===== src/rtl/game_state_ctrl.sv =====
// Registered game-state controller: synchronised/debounced switches, die edge
// detection, lives tracking and a frame-counted respawn delay.
module game_state_ctrl #(
   parameter int DEB_CYCLES    = 500000,
   parameter int LIVES         = 3,
   parameter int LIVES_W       = 2,
   parameter int RESPAWN_TICKS = 60
) (
   input  logic               clk,
   input  logic               rst,
   input  logic               sw_run,
   input  logic               sw_quit,
   input  logic               sw_pause,
   input  logic               die,
   input  logic               frame_tick,
   output logic [2:0]         state,
   output logic [LIVES_W-1:0] lives,
   output logic               respawn,
   output logic               play_rst
);

   localparam int DEB_W = $clog2(DEB_CYCLES + 1);
   localparam int RSP_W = $clog2(RESPAWN_TICKS + 1);
   localparam logic [DEB_W-1:0]   DEB_LAST   = DEB_W'(DEB_CYCLES - 1);
   localparam logic [LIVES_W-1:0] LIVES_INIT = LIVES_W'(LIVES);
   localparam logic [RSP_W-1:0]   RSP_INIT   = RSP_W'(RESPAWN_TICKS);

   typedef enum logic [2:0] {
      ST_RESET   = 3'b000,
      ST_GAME    = 3'b001,
      ST_OVER    = 3'b010,
      ST_PAUSE   = 3'b011,
      ST_RESPAWN = 3'b100
   } state_t;

   // Switch bit order everywhere: [0] run, [1] quit, [2] pause
   logic [2:0]            sync1_q, sync1_d;
   logic [2:0]            sync2_q, sync2_d;
   logic [2:0]            deb_q, deb_d;
   logic [2:0][DEB_W-1:0] cnt_q, cnt_d;

   state_t               state_q, state_d;
   logic [LIVES_W-1:0]   lives_q, lives_d;
   logic [RSP_W-1:0]     rcnt_q, rcnt_d;
   logic                 respawn_q, respawn_d;
   logic                 play_rst_q, play_rst_d;
   logic                 die_q, die_d;

   logic run_on, quit_on, pause_on, die_edge;

   assign run_on   = deb_q[0];
   assign quit_on  = deb_q[1];
   assign pause_on = deb_q[2];

   // A switch is accepted only after DEB_CYCLES consecutive cycles of disagreement
   always_comb begin
      sync1_d = {sw_pause, sw_quit, sw_run};
      sync2_d = sync1_q;
      deb_d   = deb_q;
      cnt_d   = '0;
      for (int k = 0; k < 3; k++) begin
         if (sync2_q[k] != deb_q[k]) begin
            if (cnt_q[k] == DEB_LAST) begin
               deb_d[k] = sync2_q[k];
            end else begin
               cnt_d[k] = cnt_q[k] + 1'b1;
            end
         end
      end
   end

   always_comb begin
      state_d   = state_q;
      lives_d   = lives_q;
      rcnt_d    = rcnt_q;
      respawn_d = 1'b0;
      die_d     = die;
      die_edge  = die & ~die_q;

      if (!run_on) begin
         state_d = ST_RESET;
         lives_d = LIVES_INIT;
      end else begin
         case (state_q)
            ST_RESET: begin
               lives_d = LIVES_INIT;
               state_d = ST_GAME;
            end
            ST_GAME: begin
               // A death takes precedence over quit/pause seen in the same cycle
               if (die_edge) begin
                  if (lives_q > LIVES_W'(1)) begin
                     lives_d = lives_q - 1'b1;
                     rcnt_d  = RSP_INIT;
                     state_d = ST_RESPAWN;
                  end else begin
                     lives_d = '0;
                     state_d = ST_OVER;
                  end
               end else if (quit_on) begin
                  state_d = ST_OVER;
               end else if (pause_on) begin
                  state_d = ST_PAUSE;
               end
            end
            ST_PAUSE: begin
               if (quit_on) begin
                  state_d = ST_OVER;
               end else if (!pause_on) begin
                  state_d = ST_GAME;
               end
            end
            ST_RESPAWN: begin
               if (quit_on) begin
                  state_d = ST_OVER;
               end else if (frame_tick) begin
                  if (rcnt_q <= RSP_W'(1)) begin
                     rcnt_d    = '0;
                     respawn_d = 1'b1;
                     state_d   = ST_GAME;
                  end else begin
                     rcnt_d = rcnt_q - 1'b1;
                  end
               end
            end
            ST_OVER: state_d = ST_OVER;
            default: state_d = ST_RESET;
         endcase
      end

      play_rst_d = (state_d == ST_RESET);
   end

   always_ff @(posedge clk or negedge rst) begin
      if (!rst) begin
         sync1_q    <= '0;
         sync2_q    <= '0;
         deb_q      <= '0;
         cnt_q      <= '0;
         state_q    <= ST_RESET;
         lives_q    <= LIVES_INIT;
         rcnt_q     <= '0;
         respawn_q  <= 1'b0;
         play_rst_q <= 1'b1;
         die_q      <= 1'b0;
      end else begin
         sync1_q    <= sync1_d;
         sync2_q    <= sync2_d;
         deb_q      <= deb_d;
         cnt_q      <= cnt_d;
         state_q    <= state_d;
         lives_q    <= lives_d;
         rcnt_q     <= rcnt_d;
         respawn_q  <= respawn_d;
         play_rst_q <= play_rst_d;
         die_q      <= die_d;
      end
   end

   assign state    = state_q;
   assign lives    = lives_q;
   assign respawn  = respawn_q;
   assign play_rst = play_rst_q;

endmodule


===== config.mk =====
export PLATFORM = sky130hd
export DESIGN_NAME = game_state_ctrl
export DESIGN_NICKNAME = d
export VERILOG_FILES = /design/src/rtl/game_state_ctrl.sv
export SDC_FILE = /design/constraint.sdc
export NUM_CORES = 1
export LEC_CHECK = 0
export BUFFER_PORTS_ARGS = -buffer_cell sky130_fd_sc_hd__buf_2
export CORE_MARGIN = 3
export CORE_UTILIZATION = 56
export CTS_CLUSTER_DIAMETER = 30
export DETAILED_ROUTE_END_ITERATION = 12
export GPL_TIMING_DRIVEN = 0
export PLACE_DENSITY = 0.84
export SLEW_MARGIN = 10
export SYNTH_ARGS = -nofsm -noshare
export SYNTH_HDL_FRONTEND = slang
export SYNTH_SLANG_ARGS = --single-unit

===== constraint.sdc =====
create_clock -name clk -period 2.17 [get_ports clk]
set_input_delay 0.217 -clock clk [delete_from_list [all_inputs] [get_ports clk]]
set_output_delay 0.217 -clock clk [all_outputs]
set_load 0.02 [all_outputs]

---- Word level (Yosys, flattened, before mapping) ----
Index checks and enable logic that the tools add are counted.
W data, S select, Z words.
operators by class
  eq/ne operators ......................... 16
  bitwise logic cells ..................... 2
  reduce and logical (&&, ||, !) cells .... 8
  add/subtract/negate cells ............... 5
  multiplexer cells ....................... 32
  magnitude comparators ................... 2
operators with widths
  operator                 count
  $mux W19                 6
  $add A19 B1 Y19 const B  3
  $eq A19 B19 Y1 const B   3
  $mux W3                  10
  $mux W6                  5
  $pmux W3 S5              1
  $pmux W6 S2              1
  $ne A2 B2 Y1 const B     4
  $reduce_and A2 Y1        4
  $eq A3 B2 Y1 const B     2
  $le A6 B1 Y1 const B     1
  $logic_not A3 Y1         2
  $mux W2                  3
  $reduce_and A6 Y1        1
  $sub A6 B1 Y6 const B    1
  $mux W1                  5
  $pmux W2 S2              1
  $eq A3 B1 Y1 const B     1
  $eq A3 B3 Y1 const B     1
  $ne A1 B1 Y1             3
  $ne A3 B1 Y1 const B     1
  $ne A3 B3 Y1 const B     1
  $gt A2 B1 Y1 const B     1
  $reduce_bool A2 Y1       1
  other kinds (3)          3
word-level totals
  flip-flop bits (word level) ............. 80
  logic and storage cells ................. 79
  input bits .............................. 7
  output and inout port bits .............. 7

---- Logic depth before layout (Yosys ltp) ----
  depth after elaboration ................. 7
  gate-level depth with buffers ........... 6
  mapped depth without buffers ............ 6

---- Worst setup path after synthesis ----
Ideal clock, no wire load.
  path kind ............................... flip-flop to flip-flop
  start point ............................. register cnt_q[10] (netlist name)
  end point ............................... register cnt_q[11] (netlist name)
  arrival ................................. 1.904 ns
  required time ........................... 2.050 ns
  setup time .............................. 0.120 ns
  cell stages (with the launch flop) ...... 6
  path slack .............................. 0.146 ns
  buffers on the path ..................... 1
  period minus slack after synthesis ...... 2.024 ns
  cells stage by stage .................... dfrtp_1 or4_1 or4_4 o21ai_4 buf_4 nor2_1
RTL lines
  item                    line  RTL
  start, declared         40    logic [2:0][DEB_W-1:0] cnt_q, cnt_d;
  start signal, assigned  150   cnt_q <= cnt_d;

---- Worst setup path in the final report ----
  start point ............................. register cnt_q[10] (netlist name)
  end point ............................... register deb_q[0]
between the ends
  cells in the longest elaborated chain, start to end .. 2
RTL lines
  item                                line  RTL
  $eq A19 B19 Y1                      63    if (cnt_q[k] == DEB_LAST) begin
  $reduce_and A2 Y1 (no source line)  -
  end signal, assigned                138   deb_q <= '0;
  end signal, assigned                149   deb_q <= deb_d;
  end, declared                       39    logic [2:0] deb_q, deb_d;
Every way passes these cells.
A chain may end at the register's enable or synchronous reset.

==> flow_summary.toml <==
[sta]
tightestPinTransition_ps = 534.0
slew_headroom = 0.6407
min_period_ps = 2116
finalSetupTns_ps = 0
hold_viol_final = 0
period_share = 0.9753
clock_skew_ps = 10.53
slew_violations = 0
fmaxAchievable_ghz = 0.4725
setup_viol = 0

[logic_synthesis]
syn-mean-instance-area_um2 = 10.00
syn_area_um2 = 3931
yosys_warnings = 0
ys.flop_type = "dfrtp_1"
syn_inst = 393
ys_ff_latch = 80
yosysUniqueCellTypes = 50
ys_async_sr_fraction = 1.000
synth-edff-count = 0
syn_nets = 405
ys_seq_area_frac = 0.5102

[cells_and_area]
seqCellArea_um2 = 2006
multi_input_area_um2 = 1852
nFillCells = 479
diodes = 0
nets = 437
synthToLayoutAreaGrowth_pct = 14.26
fin_area_um2 = 4492
drive_gt1_frac = 0.1349

[critical_path]
crit_type = "register to register"
required_ps = 2410
cp.arrival_ps = 2350
path_cells = "or4_1 > or4_4 > nor2_1 > mux2_2"
path_buf_inv = 0
endpoint_kind = "register"
crit_path_start_kind = "register"
path_max_fanout = 5
cp_top_family = "simple AND/OR/NAND/NOR gates"
cpPeakStageDelay_ps = 580
crit_slowest_cell = "or4_4"

[drt]
drc_errors = 0
wl_per_cell_um = 14.90
viasPerCell = 5.864
wl_mm = 7.794
ant_nets = 0
first_pass_iters = 4
drt-initial-drc-count = 210
num_vias = 3067

[global_routing]
antenna_found_initial = 0
grt_max_degree = 45
track_usage = 0.2035
grt_pass1_wl_mm = 13.53
grt-ovfl-total = 0
grt_pass1_vias = 3012

[die]
rows = 29
ios = 14
start_util = 0.5986
dieArea_um2 = 8061
coreArea_um2 = 6568
die_x_um = 89.79
dieHeight_um = 89.79

[power_and_ir_drop]
vdd_drop_max_mv = 0.4106
pwr_density_cell_nw_per_um2 = 666.2
finalPower_mw = 2.992
leakagePower_nw = 1.819

[job]
cap_violations = 0

[hold_path]
hp-class = "input pin to register"

[clocking]
tritoncts = "done"
htree_levels = 3
cts_buffers = 9
cts-root-buf = "clkbuf_8"
clk-insertion-delay-late_ps = 340
cts.sinks = 80
clk_path_buf_depth = 2
clkTransAtPathRegs_ps = 80

[place]
placed_area_um2 = 4135
io_buffers = 13
dpl.hpwl_mm = 5.325
gp_congestion = 0.8158

[status]
status = "complete, no violations"
-- logic make-up after synthesis --
kind of cell,Yosys count,share of synthesized area
flops,80,0.5102
fa+ha+maj,5,0.01591
simple gates,179,0.2483
mux,4,0.01146
compound gates,58,0.09803
buf+inv,27,0.02705
xor+xnor,40,0.08912
-- state kept, by name, indices dropped and copies added (netlist names), 2 cells and up --
register	flops
cnt_q	57
deb_q	3
lives	2
rcnt_q	6
state	3
sync1_q	3
sync2_q	3
-- synth_stat cells (2+ instances only) --
cell	count	area share
nand4_1	20	0.032
dfstp_2	3	0.020
or3_1	8	0.013
mux2_2	4	0.011
nor2_1	53	0.051
nor4b_1	4	0.0089
o31ai_1	4	0.0076
a21oi_1	17	0.022
a31oi_1	4	0.0064
o211ai_1	3	0.0057
o32a_1	2	0.0051
o2bb2ai_1	4	0.0089
nor4_1	9	0.014
or4_1	5	0.0095
o311ai_0	2	0.0045
xor2_1	19	0.042
o21ai_1	2	0.0025
or3b_2	2	0.0045
nand3_1	21	0.027
and4_1	6	0.013
nor2b_1	2	0.0032
a31o_2	2	0.0045
inv_1	18	0.017
xnor2_1	21	0.047
o21ai_0	13	0.017
nor3_1	7	0.0089
clkbuf_1	7	0.0067
dfrtp_1	77	0.49
nand2_1	24	0.023
or2_2	2	0.0032
ha_1	5	0.016
and2_1	5	0.0080
-- final cells by class --
cell class / instances / area share
well taps: 93 / 0.02591
inverters: 18 / 0.01504
clock inverters: 5 / 0.02284
clock buffers: 11 / 0.03370
flip-flops and latches: 80 / 0.4465
multi-input cells: 286 / 0.4123
plain buffers: 9 / 0.009749
repair buffers: 21 / 0.03398
-- per-stage QoR --
stage,worst slack (ps),utilization,hold WS [ps],instances
floorplan,146.1,-,-78.59,393
global placement,-126.5,0.6262,324.6,499
detailed placement,-236.1,0.6296,201.0,500
CTS,34.88,0.6803,201.6,523
global route,-53.69,0.6839,248.2,523
finish,53.70,0.6839,225.1,523
-- metal layers --
metal | share of wire | global-route usage | up-vias
li1 | - | - | 1471
met1 | 0.47 | 0.2859 | 1514
met2 | 0.48 | 0.3114 | 70
met3 | 0.040 | 0.03589 | 12
met4 | 0.014 | 0.09068 | 0
met5 | 0 | 0 | -
-- worst paths after layout --
kind	startpoint	end	slack [ps]	depth (start not counted)
max	cnt_q[10]	deb_q[0]	50	4
min	frame_tick	rcnt_q[2]	230	3
max reg2reg	cnt_q[10]	deb_q[0]	50	4
min reg2reg	sync1_q[0]	sync2_q[0]	350	0
max in group asynchronous	rst	lives[0]	1170	3
min in group asynchronous	rst	cnt_q[17]	360	2
-- where the power goes --
group	switching, mW	total [mW]	internal, mW
logic	0.0729	0.112	0.0396
clock network	0.527	1.35	0.825
registers	0.0176	1.53	1.51
-- placed cells by master, fill, tap and decap left out, types with 17 or more instances in the layout --
| cell type | netlist | final |
|---|---|---|
| a21oi_1 | 17 | 17 |
| dfrtp_1 | 77 | 77 |
| inv_1 | 18 | 18 |
| nand2_1 | 24 | 24 |
| nand3_1 | 21 | 21 |
| nand4_1 | 20 | 20 |
| nor2_1 | 53 | 53 |
| xnor2_1 | 21 | 21 |
| xor2_1 | 19 | 19 |
-- tightest hold or removal path: cells and delay by family --
| family | cells | cell delay (ps) |
|---|---|---|
| buf+inv | 1 | 130 |
| compound gates | 1 | 100 |
| simple gates | 1 | 90 |
-- what timing repair did --
item,in CTS,in global routing
gates resized for setup,3,4
setup buffers,2,0
setup endpoints to repair,30,29
pin swaps,1,1
endpoints found under the hold margin,40,0
hold buffers,5,0
(Power assumes the default switching activity.)
